===== config.mk =====
export PLATFORM = sky130hd
export DESIGN_NAME = masked_rca_sched
export DESIGN_NICKNAME = d
export VERILOG_FILES = /design/src/rtl/masked_rca_sched.sv
export SDC_FILE = /design/constraint.sdc
export NUM_CORES = 1
export LEC_CHECK = 0
export ABC_AREA = 1
export CAP_MARGIN = 20
export CORE_MARGIN = 2
export CORE_UTILIZATION = 41
export DETAILED_ROUTE_END_ITERATION = 6
export HOLD_SLACK_MARGIN = 0.02
export PLACE_DENSITY = 0.8
export REMOVE_ABC_BUFFERS = 1
export SYNTH_ARGS = -nofsm -noshare
export SYNTH_HDL_FRONTEND = slang
export SYNTH_SLANG_ARGS = --single-unit

===== constraint.sdc =====
create_clock -name clk -period 1.5 [get_ports clk]
set_clock_uncertainty 0.2 [all_clocks]
set_input_delay 0.3 -clock clk [delete_from_list [all_inputs] [get_ports clk]]
set_output_delay 0.3 -clock clk [all_outputs]
set_load 0.01 [all_outputs]

===== src/rtl/masked_rca_sched.sv =====
// masked_rca_sched: round-robin scheduler that steps a masked ripple-carry adder one stage per cycle.
module masked_rca_sched #(
    parameter int N = 4
) (
    input  logic         clk,
    input  logic         rst,
    input  logic         req0_valid,
    input  logic         req1_valid,
    output logic         req0_ready,
    output logic         req1_ready,
    input  logic [N-1:0] req0_a0,
    input  logic [N-1:0] req0_a1,
    input  logic [N-1:0] req0_b0,
    input  logic [N-1:0] req0_b1,
    input  logic [N-1:0] req1_a0,
    input  logic [N-1:0] req1_a1,
    input  logic [N-1:0] req1_b0,
    input  logic [N-1:0] req1_b1,
    output logic [N-1:0] dp_a0,
    output logic [N-1:0] dp_a1,
    output logic [N-1:0] dp_b0,
    output logic [N-1:0] dp_b1,
    output logic         dp_clr,
    output logic [N-1:0] dp_stage_en,
    input  logic [N-1:0] dp_s,
    input  logic         dp_cout,
    output logic         resp_valid,
    input  logic         resp_ready,
    output logic         resp_id,
    output logic [N:0]   resp_sum,
    output logic         busy,
    output logic [7:0]   ops_done
);
    localparam int KW = $clog2(N);
    typedef enum logic [2:0] {IDLE, LOAD, RUN, CAPT, DONE} state_t;
    state_t state, state_n;
    logic [KW-1:0] k;
    logic last_grant, grant, accept;
    always_ff @(posedge clk) begin
        if (rst) state <= IDLE;
        else state <= state_n;
    end
    // On a tie the requester that did not win last time is granted.
    always_comb begin
        grant = (req0_valid && req1_valid) ? ~last_grant : req1_valid;
        req0_ready = (state == IDLE) && !rst && !grant;
        req1_ready = (state == IDLE) && !rst && grant;
        accept = (req0_valid && req0_ready) || (req1_valid && req1_ready);
        busy = state != IDLE;
        resp_valid = state == DONE;
        dp_clr = state == LOAD;
        dp_stage_en = (state == RUN) ? (N'(1) << k) : '0;
        state_n = state;
        case (state)
            IDLE: state_n = accept ? LOAD : IDLE;
            LOAD: state_n = RUN;
            RUN: state_n = (k == KW'(N - 1)) ? CAPT : RUN;
            CAPT: state_n = DONE;
            DONE: state_n = resp_ready ? IDLE : DONE;
            default: state_n = IDLE;
        endcase
    end
    always_ff @(posedge clk) begin
        if (rst) begin
            k <= '0;
            last_grant <= 1'b1;
            dp_a0 <= '0;
            dp_a1 <= '0;
            dp_b0 <= '0;
            dp_b1 <= '0;
            resp_id <= 1'b0;
            resp_sum <= '0;
            ops_done <= '0;
        end else begin
            k <= (state == RUN) ? k + 1'b1 : '0;
            if (accept) begin
                last_grant <= grant;
                resp_id <= grant;
                dp_a0 <= grant ? req1_a0 : req0_a0;
                dp_a1 <= grant ? req1_a1 : req0_a1;
                dp_b0 <= grant ? req1_b0 : req0_b0;
                dp_b1 <= grant ? req1_b1 : req0_b1;
            end
            if (state == CAPT) resp_sum <= {dp_cout, dp_s};
            if (resp_valid && resp_ready) ops_done <= ops_done + 8'd1;
        end
    end
endmodule


==> metrics.txt <==
status=complete, but fails checks; violated checks=setup timing; hold_buf cts=0; Ant. Diodes=0; first-pass GRT wire length=slightly below 10000 um; Synth Warn #=0; Critical Path Fanout Max=4; critical path depth in cells=5; largest net degree at the start of global routing=32; Crit path top cell by count=buf_6; Seq/Total Area, Yosys=0.419; post-synthesis mux area share=0; Avg Vias per Cell=roughly 5; vias in the first global route=between 2000 and 2500; Crit Path Category=reg2out; Adder-Cell Fraction of Synth Area=0.0364; Crit-path slowest cell=dfxtp_4; worst path required time=1000 ps; wirelength, routed=between 6000 and 7000 um; DRC viols=0; Synth Area in XOR/XNOR=0.00509; CP cell instances=nor2_4, buf_6, buf_6, nand2_4, buf_6; RSZ-0062 raised after global routing=true; Multi-input gate area=0.00111 mm2; PwrDens=just under 800 mW/mm2; commonest non-fill, non-tap cell in the layout=nand2_1; Seq. cell area=around 740 um2; Iter 0 DRT Violations=162; post-synthesis compound-gate area fraction=0.0989; share of layout cells above drive strength 1=0.322; CP bufs+invs=3; Area growth, synth to finish=85.6%; post-detail-place hpwl=3520 um; Reg clk slew, reported paths=80 ps; Worst R2R Path Depth=8; Final Max Tran Viols=0; setup TNS=-4420 ps; fin worst setup slack=-241 ps; top cells by area, synth=dfxtp_1 (42%), nor2_1 (12%), nand2_1 (12%), nand3_1 (7.3%), o21ai_0 (6.4%); IR drop worst, VDD=0.489 mV; Fillers=approximately 270; Core Util, Final=0.793; critical path's largest stage delay=between 300 and 400 ps; crit-path leading delay family=flip-flops; Yosys reg bits=36; CTS Buffer Depth=2; HP Class=reg2reg; post-route minimum period=1740 ps; CP arrival=1240 ps; final-stage net count=413; Worst Hold Depth=2; Rel. slew slack=0.795; mapped cell area=0.00172 mm2; First-pass DRT Iterations=4; Post-Syn Instances=251; CTS root buf=clkbuf_8; Vias=2100; f_max=574 MHz; GR Overflow Total=0; Die H=around 69 um; Core Area=between 0.004 and 0.005 mm2; Worst Tran Pin Value=308 ps; Die Width=68.8 um; Buffers on Ports=80; Initial Util=0.427; Critical Path Source Type=register; final hold vios=0; number of buffers created by CTS=5; I/O Pins=81; std cell rows=23; Yosys top cell area share=0.419; commonest cells after routing, fill and taps aside=nand2_1 (50), nor2_1 (42), clkdlybuf4s50_1 (38); largest family of logic cells by synthesized area=simple AND/OR/NAND/NOR gates; antenna violations before repair=0; CP endpoint kind=primary output; fin crit share=1.16; Max-Cap Viols=0; die area=~0.0047 mm2; synth unique cells=25; CTS tree=built; Routed wire per std cell=15.1 um; Yosys top cell by area=dfxtp_1; Avg Cell Area, Syn=6.85 um2; H-tree depth=2; total track usage=0.286; # clock sinks=36; Clk Latency, worst-skew pair=300 ps; Setup-failing EPs final=36; Routability Congestion=around 0.73; simple-gate share of the synthesized area=0.362; leak pwr=1.50 nW; Final ANT Viol Nets=0
-- repair_timing --
action	in CTS	in global routing
hold endpoints to repair	0	0
pin swaps	17	21
resized for setup	151	48
gates cloned	5	0
endpoints found under the setup margin	59	40
setup buffers	12	6
-- Yosys cell counts (all sizes together) --
master,n
nand4,2
nor2,58
o21a,2
nand2,56
clkbuf,3
xnor2,1
ha,5
o21ai,23
dfxtp,36
buf,6
inv,22
nor3b,1
a21oi,8
nor3,2
nand3,26
-- cell type report --
type,count,share of cell area
Inverter,22,0.0329
Tap cell,50,0.0196
Multi-Input combinational cell,184,0.346
Clock buffer,7,0.0302
Sequential cell,36,0.231
Timing Repair Buffer,115,0.330
Timing Repair inverter,2,0.0102
-- registers in the layout, indices dropped and copies added, names as in the netlist --
register / cells
k: 2
dp_a0: 4
resp_id: 1
dp_b0: 4
last_grant: 1
resp_sum: 5
state: 3
dp_a1: 4
dp_b1: 4
ops_done: 8
-- worst reg2reg max path, stage by stage (launching register included) --
cell and delay, ps:
dfxtp_4 370, nor2_4 170, buf_6 150, buf_6 100, nand4_4 140, buf_12 220, inv_12 90, nor2_1 50
nor2_1 100
-- cells by family after synthesis --
logic type / after synthesis
buf+inv: 31
simple gates: 145
xor+xnor: 1
flops: 36
compound gates: 33
fa+ha+maj: 5
-- per-layer routing --
layer | track usage | share of wire | vias up
met4 | 0.120 | 0.022 | 0
met2 | 0.510 | 0.51 | 86
met5 | 0 | 0 | -
li1 | - | - | 1027
met3 | 0.119 | 0.080 | 12
met1 | 0.293 | 0.39 | 975
-- stage by stage --
stage	instances	hold slack [ps]	total power [mW]	worst slack, ps	cell area, um2
2_1_floorplan	242	169	1.27	-94.6	1670
6_report	416	275	2.50	-241	3190
4_1_cts	415	261	2.47	-205	3120
5_1_grt	416	295	2.60	-273	3190
3_5_place_dp	391	259	1.58	-680	2680
3_3_place_gp	391	261	1.57	-674	2680
-- final timing paths --
check | slack [ps] | start | endpoint
worst max register to register | -170 | state[1] | state[0]
worst max-delay path | -240 | state[1] | busy
worst min-delay path | 270 | resp_id | resp_id
worst min register to register | 270 | resp_id | resp_id
-- where the power goes --
part	internal, mW	switching, mW	leakage, nW
Combinational	0.338	0.338	1.15
Clock	0.410	0.363	0.0503
Sequential	1.01	0.0426	0.298
Total	1.75	0.744	1.50
(Power assumes the default switching activity.)
